==> src/rtl/cache_switch_controller.sv <==
// OS-initiated cache bank switch sequencer: freezes the pipeline, drains data-memory
// traffic, optionally flushes the outgoing bank, retargets the active bank, then releases.
module cache_switch_controller #(
    parameter int NUM_CACHES      = 2,
    parameter int ID_W            = 1,
    parameter int CNT_W           = 16,
    parameter int FLUSH_ON_SWITCH = 1,
    parameter int SETTLE_CYCLES   = 2
) (
    input  logic             clk,
    input  logic             reset,
    input  logic             switch_req,
    input  logic [ID_W-1:0]  switch_target,
    input  logic             d_mem_busy,
    input  logic             flush_done,
    output logic             flush_req,
    output logic [ID_W-1:0]  flush_bank,
    output logic             hold_pipeline,
    output logic [ID_W-1:0]  active_cache,
    output logic             switch_done,
    output logic             bad_target,
    output logic [CNT_W-1:0] switch_count
);

    typedef enum logic [2:0] {IDLE, DRAIN, FLUSH, SWAP, SETTLE, DONE} state_t;

    state_t          state;
    logic [ID_W-1:0] target_q;
    logic [3:0]      settle_cnt;

    // The outgoing bank is always the one still active while flushing.
    assign flush_bank = active_cache;

    // Outputs are set on the transitions into/out of states so they stay registered.
    always_ff @(posedge clk or negedge reset) begin
        if (!reset) begin
            state         <= IDLE;
            target_q      <= '0;
            settle_cnt    <= '0;
            active_cache  <= '0;
            switch_count  <= '0;
            flush_req     <= 1'b0;
            hold_pipeline <= 1'b0;
            switch_done   <= 1'b0;
            bad_target    <= 1'b0;
        end else begin
            switch_done <= 1'b0;
            bad_target  <= 1'b0;
            case (state)
                IDLE: begin
                    if (switch_req) begin
                        if (32'(switch_target) >= $unsigned(NUM_CACHES)) begin
                            bad_target <= 1'b1;
                        end else if (switch_target == active_cache) begin
                            switch_done <= 1'b1;
                        end else begin
                            target_q      <= switch_target;
                            hold_pipeline <= 1'b1;
                            state         <= DRAIN;
                        end
                    end
                end
                DRAIN: begin
                    if (!d_mem_busy) begin
                        if (FLUSH_ON_SWITCH != 0) begin
                            flush_req <= 1'b1;
                            state     <= FLUSH;
                        end else begin
                            state <= SWAP;
                        end
                    end
                end
                FLUSH: begin
                    if (flush_done) begin
                        flush_req <= 1'b0;
                        state     <= SWAP;
                    end
                end
                SWAP: begin
                    active_cache <= target_q;
                    settle_cnt   <= 4'(SETTLE_CYCLES);
                    if (SETTLE_CYCLES == 0) begin
                        hold_pipeline <= 1'b0;
                        switch_done   <= 1'b1;
                        state         <= DONE;
                    end else begin
                        state <= SETTLE;
                    end
                end
                SETTLE: begin
                    settle_cnt <= settle_cnt - 4'd1;
                    if (settle_cnt <= 4'd1) begin
                        hold_pipeline <= 1'b0;
                        switch_done   <= 1'b1;
                        state         <= DONE;
                    end
                end
                DONE: begin
                    switch_count <= switch_count + 1'b1;
                    state        <= IDLE;
                end
                default: state <= IDLE;
            endcase
        end
    end

endmodule

==> config.mk <==
export PLATFORM = sky130hd
export DESIGN_NAME = cache_switch_controller
export DESIGN_NICKNAME = d
export VERILOG_FILES = /design/src/rtl/cache_switch_controller.sv
export SDC_FILE = /design/constraint.sdc
export NUM_CORES = 1
export LEC_CHECK = 0
export BUFFER_PORTS_ARGS = -buffer_cell sky130_fd_sc_hd__buf_2
export CORE_ASPECT_RATIO = 0.7
export CORE_MARGIN = 2
export CORE_UTILIZATION = 38
export DETAILED_ROUTE_END_ITERATION = 16
export GPL_TIMING_DRIVEN = 0
export SKIP_LAST_GASP = 1
export SLEW_MARGIN = 25
export SYNTH_ARGS = -nofsm -noshare
export SYNTH_HDL_FRONTEND = slang
export SYNTH_SLANG_ARGS = --single-unit
==> constraint.sdc <==
create_clock -name clk -period 3.5 [get_ports clk]
set_clock_uncertainty 0.2 [all_clocks]
set_input_delay 0.7 -clock clk [delete_from_list [all_inputs] [get_ports clk]]
set_output_delay 0.7 -clock clk [all_outputs]
set_load 0.01 [all_outputs]
* Word-level counts from Yosys, hierarchy flattened
Index checks and enable logic that the tools add are counted.
** Operators by class
- Add/sub/neg operators :: 2
- Magnitude comparators :: 1
- Equal/unequal tests :: 11
- Muxes and demuxes :: 18
- Bitwise operators :: 1
- Reductions and logical operators :: 8
** Operator list (number)
- adder 16 x 1 -> 16 bit (second input constant) :: 1
- two-way mux 3 bit :: 5
- case mux 3 bit (5 select lines) :: 1
- inequality test 2 bit (second input constant) :: 5
- two-way mux 1 bit :: 8
- case mux 4 bit (2 select lines) :: 1
- == test 3 x 2 -> 1 bit (second input constant) :: 2
- == test 3 bit (second input constant) :: 2
- case mux 1 bit (2 select lines) :: 3
- AND reduction 3 bit :: 2
- nonzero test 2 bit :: 3
- AND reduction 5 bit :: 1
- less-or-equal comparator 4 x 1 -> 1 bit (second input constant) :: 1
- AND reduction 4 bit :: 1
- subtractor 4 x 1 -> 4 bit (second input constant) :: 1
- == test 3 x 1 -> 1 bit (second input constant) :: 1
- zero test 3 bit :: 1
- == test 1 bit :: 1
- NOT 1 bit :: 1
** Word-level totals
- Bits in registers :: 28
- Input bits :: 6
- Output and inout port bits :: 22

* Longest topological paths before layout
- Word-level depth :: 4
- Gate-level depth with buffers :: 5

* Worst setup path before layout
OpenSTA, ideal clock, no wires.
- Kind :: register -> register
- Start point :: register state[2]
- End point :: register switch_count[1]
- Arrival time :: 1.230 ns
- Required time :: 3.175 ns
- Slack :: 1.945 ns
- Cell stages (with the launch flop) :: 5
- Path buffers :: 1
- Clock period less this slack :: 1.555 ns
- Path through :: dfrtp_1 buf_4 inv_1 or3_4 mux2_4
** Between the ends
- Cells in the longest elaborated chain, start to end :: 1
** RTL lines
- start, declared :: line 27 : state_t state;
- start signal, assigned :: line 37 : state <= IDLE;
- start signal, assigned :: line 59 : state <= DRAIN;
- start signal, assigned :: line 67 : state <= FLUSH;
- == test 3 bit :: line 49 : case (state)
- end signal, assigned :: line 99 : switch_count <= switch_count + 1'b1;
- end, declared :: line 22 : output logic [CNT_W-1:0] switch_count
Every way passes these cells.
A chain may end at the register's enable or synchronous reset.

* Worst setup path in the final report
- Start point :: register active_cache
- End point :: output flush_bank
** RTL lines
- start, declared :: line 19 : output logic [ID_W-1:0] active_cache,
- start signal, assigned :: line 80 : active_cache <= target_q;
- end, declared :: line 17 : output logic [ID_W-1:0] flush_bank,
No word-level cell between the ends.

==> flow_summary.rst <==
.. list-table::
   :header-rows: 1

   * - Metric
     - Value
   * - Worst Max-Slew Pin Slew
     - approximately 620 ps
   * - Data arrival time of the worst path
     - approximately 980 ps
   * - Type of element capturing the critical path
     - output port
   * - Sequential-to-total area share from yosys stat
     - 0.508
   * - FFs w/ async S/R, synth
     - 1.00
   * - Instance count after placement with tap cells included
     - approximately 200
   * - Post-detailed-placement cell area
     - about 1600 µm²
   * - Worst reg2reg setup slack
     - around 1800 ps
   * - Number of warnings reported in the yosys synthesis log
     - 0
   * - Via count of the first global-routing pass
     - roughly 1,000
   * - Number of instances resized during post-cts repair
     - 0
   * - Outcome
     - complete, no violations
   * - Site Rows
     - 18
   * - Minimum period implied by the final worst setup slack
     - roughly 1900 ps
   * - Post-detailed-route DRC marker count
     - 0
   * - Detail-routed via count per cell
     - ~5
   * - Core box area
     - 3490 µm²
   * - Antenna violations before repair
     - 0
   * - Detailed placer's ending HPWL
     - about 2000 µm
   * - Synth Register Bits
     - 28
   * - WP depth
     - 2
   * - Input/output buffers
     - 26
   * - Total of max-cap violations
     - 0
   * - Mean area per synthesized cell
     - 10.8 µm²
   * - Diodes inserted
     - 0
   * - X dimension of the die
     - 76.0 µm
   * - Hold Vio Cnt, Final
     - 0
   * - Depth of the most critical reg-to-reg path
     - 5
   * - Leakage power total
     - 0.827 nW
   * - Number of synthesized flops with an enable pin
     - 0
   * - Beginning of the worst register-to-register path
     - switch_count[0]
   * - Buffer and inverter count on the worst path
     - 2
   * - Initial standard-cell utilization of the core
     - 0.395
   * - Clock tree from TritonCTS
     - yes
   * - Final WS setup
     - 1620 ps
   * - Critical path, cell by cell
     - buf_4, buf_2
   * - Mapped Nets
     - around 140
   * - Top cell family by delay on the critical path
     - flip-flops
   * - Worst reg2reg path endpoint
     - switch_count[8]
   * - Post-CTS setup repair buffer count
     - 0
   * - Minimum setup slack after placement
     - between 1500 and 2000 ps
   * - Critical path launch point type
     - register
   * - Number of clock sinks
     - 28
   * - Post-synth top flop
     - sky130_fd_sc_hd__dfrtp_1
   * - Synth-to-layout area growth
     - 18.0%
   * - Power Dens Cells
     - roughly 640 nW/µm²
   * - Final std cell area, no fill
     - approximately 1600 µm²
   * - Vias after detailed routing
     - 1,023
   * - Ratio of final minimum period to clock period
     - 0.537
   * - Biggest cell delay along the critical path
     - roughly 440 ps
   * - Achievable Freq
     - ~530 MHz
   * - Die extent in y
     - 54.4 µm
   * - Count of distinct cell types in the synthesized netlist
     - 36
   * - IR Drop Worst-Case VDD
     - roughly 0.28 mV
   * - DRC marker count from the first detailed-route iteration
     - 43
   * - RSZ-0062 raised after global routing
     - no
   * - Share of layout cells above drive strength 1
     - 0.253
   * - Clock transition at the register clock pins on the worst setup and hold paths after CTS
     - 100 ps
   * - Non-filler cells in the finished layout
     - 208
   * - RePlAce Congestion
     - ~0.74
   * - Largest buffer count on any clock path
     - 2
   * - Total negative slack for setup checks
     - 0 ps
   * - HP Class
     - in2async
   * - Total of hold buffers inserted after clock tree synthesis
     - 0
   * - Overall power
     - 0.00104 W
   * - Skew-Pair Late Insertion Delay
     - roughly 270 ps
   * - Critical-path cell with the highest stage delay
     - sky130_fd_sc_hd__dfrtp_1
   * - Final nets
     - approximately 170
   * - Relative slew slack
     - 0.588
   * - Data required time at the worst endpoint
     - roughly 2600 ps
   * - First-pass iteration count of the detailed router
     - 4
   * - Combined area of all synthesized cells
     - ~1400 µm²
   * - Residual overflow from global routing
     - 0
   * - I/O pin count
     - 28
   * - Global-route wire length before repair
     - about 4500 µm
   * - Number of cells produced by synthesis
     - ~130
   * - Drt wl/cell
     - approximately 13 µm
   * - Total die area
     - between 4000 and 5000 µm²
   * - Final Max Slew Viols
     - 0
   * - Class of the most critical setup path
     - reg2out
   * - Maximum number of pins on one net before global-route repair
     - 29
   * - # H-tree levels
     - 1
   * - Setup-failing EPs final
     - 0
   * - Total wire length after detailed routing
     - 2660 µm
   * - GRT Resource Usage Total
     - 0.138
   * - Clock Root Buffer
     - sky130_fd_sc_hd__clkbuf_8
   * - Antenna viol nets, final
     - 0
   * - Num CTS Buffers
     - 3
   * - Largest fanout of any net on the critical path
     - 5
[sequential cells by signal, summed over array words and instances (netlist names)]
register,count
switch_count,16
settle_cnt,4
state,3
active_cache,1
flush_req,1
hold_pipeline,1
switch_done,1
target_q,1
[final cells by class]
| cell class | count | area (µm²) |
|---|---|---|
| fillers | 342 | 1860 |
| plain buffers | 4 | 26.3 |
| repair buffers | 26 | 130 |
| well taps | 50 | 62.6 |
| multi-input cells | 92 | 637 |
| flip-flops and latches | 28 | 701 |
| inverters | 4 | 15.0 |
| clock buffers | 4 | 55.1 |
[worst max path at each step]
stage	slack (ps)	start	to
6_report	1620	active_cache	flush_bank
5_1_grt	1590	active_cache	flush_bank
4_1_cts	1610	active_cache	flush_bank
3_5_place_dp	1810	switch_req	target_q
3_3_place_gp	1830	state[0]	switch_count[9]
2_1_floorplan	1950	state[2]	switch_count[1]
[worst register-to-register path: cells and delay by family (launching register included)]
kind / cells / cell delay [ps]
AND/OR/NAND/NOR: 3 / 550
flip-flops: 1 / 440
adder cells (fa/ha/maj): 1 / 240
XOR/XNOR: 1 / 150
[report_power, final]
group	total, W	switching (W)	internal, W	leakage [nW]
Combinational	0.000362	0.000200	0.000162	0.439
Clock	0.000197	0.0000965	0.000101	0.0288
Sequential	0.000486	0.0000916	0.000394	0.360
[synthesized netlist by cell type (2+ instances only)]
| cell type | instances | area share |
|---|---|---|
| sky130_fd_sc_hd__a21boi_0 | 3 | 0.016 |
| sky130_fd_sc_hd__a21oi_1 | 4 | 0.015 |
| sky130_fd_sc_hd__a311oi_1 | 2 | 0.013 |
| sky130_fd_sc_hd__a31oi_1 | 3 | 0.014 |
| sky130_fd_sc_hd__and3_1 | 4 | 0.018 |
| sky130_fd_sc_hd__buf_4 | 3 | 0.016 |
| sky130_fd_sc_hd__dfrtp_1 | 28 | 0.51 |
| sky130_fd_sc_hd__ha_1 | 3 | 0.027 |
| sky130_fd_sc_hd__inv_1 | 3 | 0.0082 |
| sky130_fd_sc_hd__nand2_1 | 10 | 0.027 |
| sky130_fd_sc_hd__nand3_1 | 8 | 0.029 |
| sky130_fd_sc_hd__nand4_1 | 3 | 0.014 |
| sky130_fd_sc_hd__nor2_1 | 10 | 0.027 |
| sky130_fd_sc_hd__nor3_1 | 4 | 0.015 |
| sky130_fd_sc_hd__o211ai_1 | 2 | 0.011 |
| sky130_fd_sc_hd__o21ai_0 | 4 | 0.015 |
| sky130_fd_sc_hd__xnor2_1 | 9 | 0.057 |
| sky130_fd_sc_hd__xor2_1 | 7 | 0.044 |
[layer usage]
metal,vias to the layer above,share of wire,global-route usage
met3,0,0.035,0.0380
li1,513,-,-
met4,0,0,0.0273
met5,-,0,0
met2,17,0.45,0.237
met1,493,0.51,0.182
[cells in the final DEF, fill, tap and decap left out, types with 2 or more instances in the layout]
cell / Yosys / layout
sky130_fd_sc_hd__dfrtp_1: 28 / 28
sky130_fd_sc_hd__buf_2: 0 / 26
sky130_fd_sc_hd__nor2_1: 10 / 10
sky130_fd_sc_hd__nand2_1: 10 / 10
sky130_fd_sc_hd__xnor2_1: 9 / 9
sky130_fd_sc_hd__nand3_1: 8 / 8
sky130_fd_sc_hd__xor2_1: 7 / 7
sky130_fd_sc_hd__nor3_1: 4 / 4
sky130_fd_sc_hd__a21oi_1: 4 / 4
sky130_fd_sc_hd__o21ai_0: 4 / 4
sky130_fd_sc_hd__and3_1: 4 / 4
sky130_fd_sc_hd__clkbuf_8: 0 / 4
sky130_fd_sc_hd__inv_1: 3 / 3
sky130_fd_sc_hd__buf_4: 3 / 3
sky130_fd_sc_hd__a21boi_0: 3 / 3
sky130_fd_sc_hd__a31oi_1: 3 / 3
sky130_fd_sc_hd__nand4_1: 3 / 3
sky130_fd_sc_hd__ha_1: 3 / 3
sky130_fd_sc_hd__o211ai_1: 2 / 2
sky130_fd_sc_hd__a311oi_1: 2 / 2
[logic make-up (layout without fill, tap and decap cells)]
| group | Yosys count | count (layout) | share of synthesized area |
|---|---|---|---|
| simple gates | 48 | 48 | 0.204 |
| other cells | 1 | 1 | 0.00272 |
| xor+xnor | 16 | 16 | 0.102 |
| flops | 28 | 28 | 0.508 |
| mux | 2 | 2 | 0.0191 |
| fa+ha+maj | 3 | 3 | 0.0272 |
| buf+inv | 8 | 38 | 0.0299 |
| compound gates | 22 | 22 | 0.107 |
[through the flow]
| step | util | hold slack (ps) |
|---|---|---|
| after floorplan | - | 204 |
| after global placement | 0.450 | 255 |
| after detailed placement | 0.450 | 269 |
| after CTS | 0.466 | 251 |
| after global routing | 0.466 | 274 |
| final | 0.466 | 225 |
(Power assumes the default switching activity.)
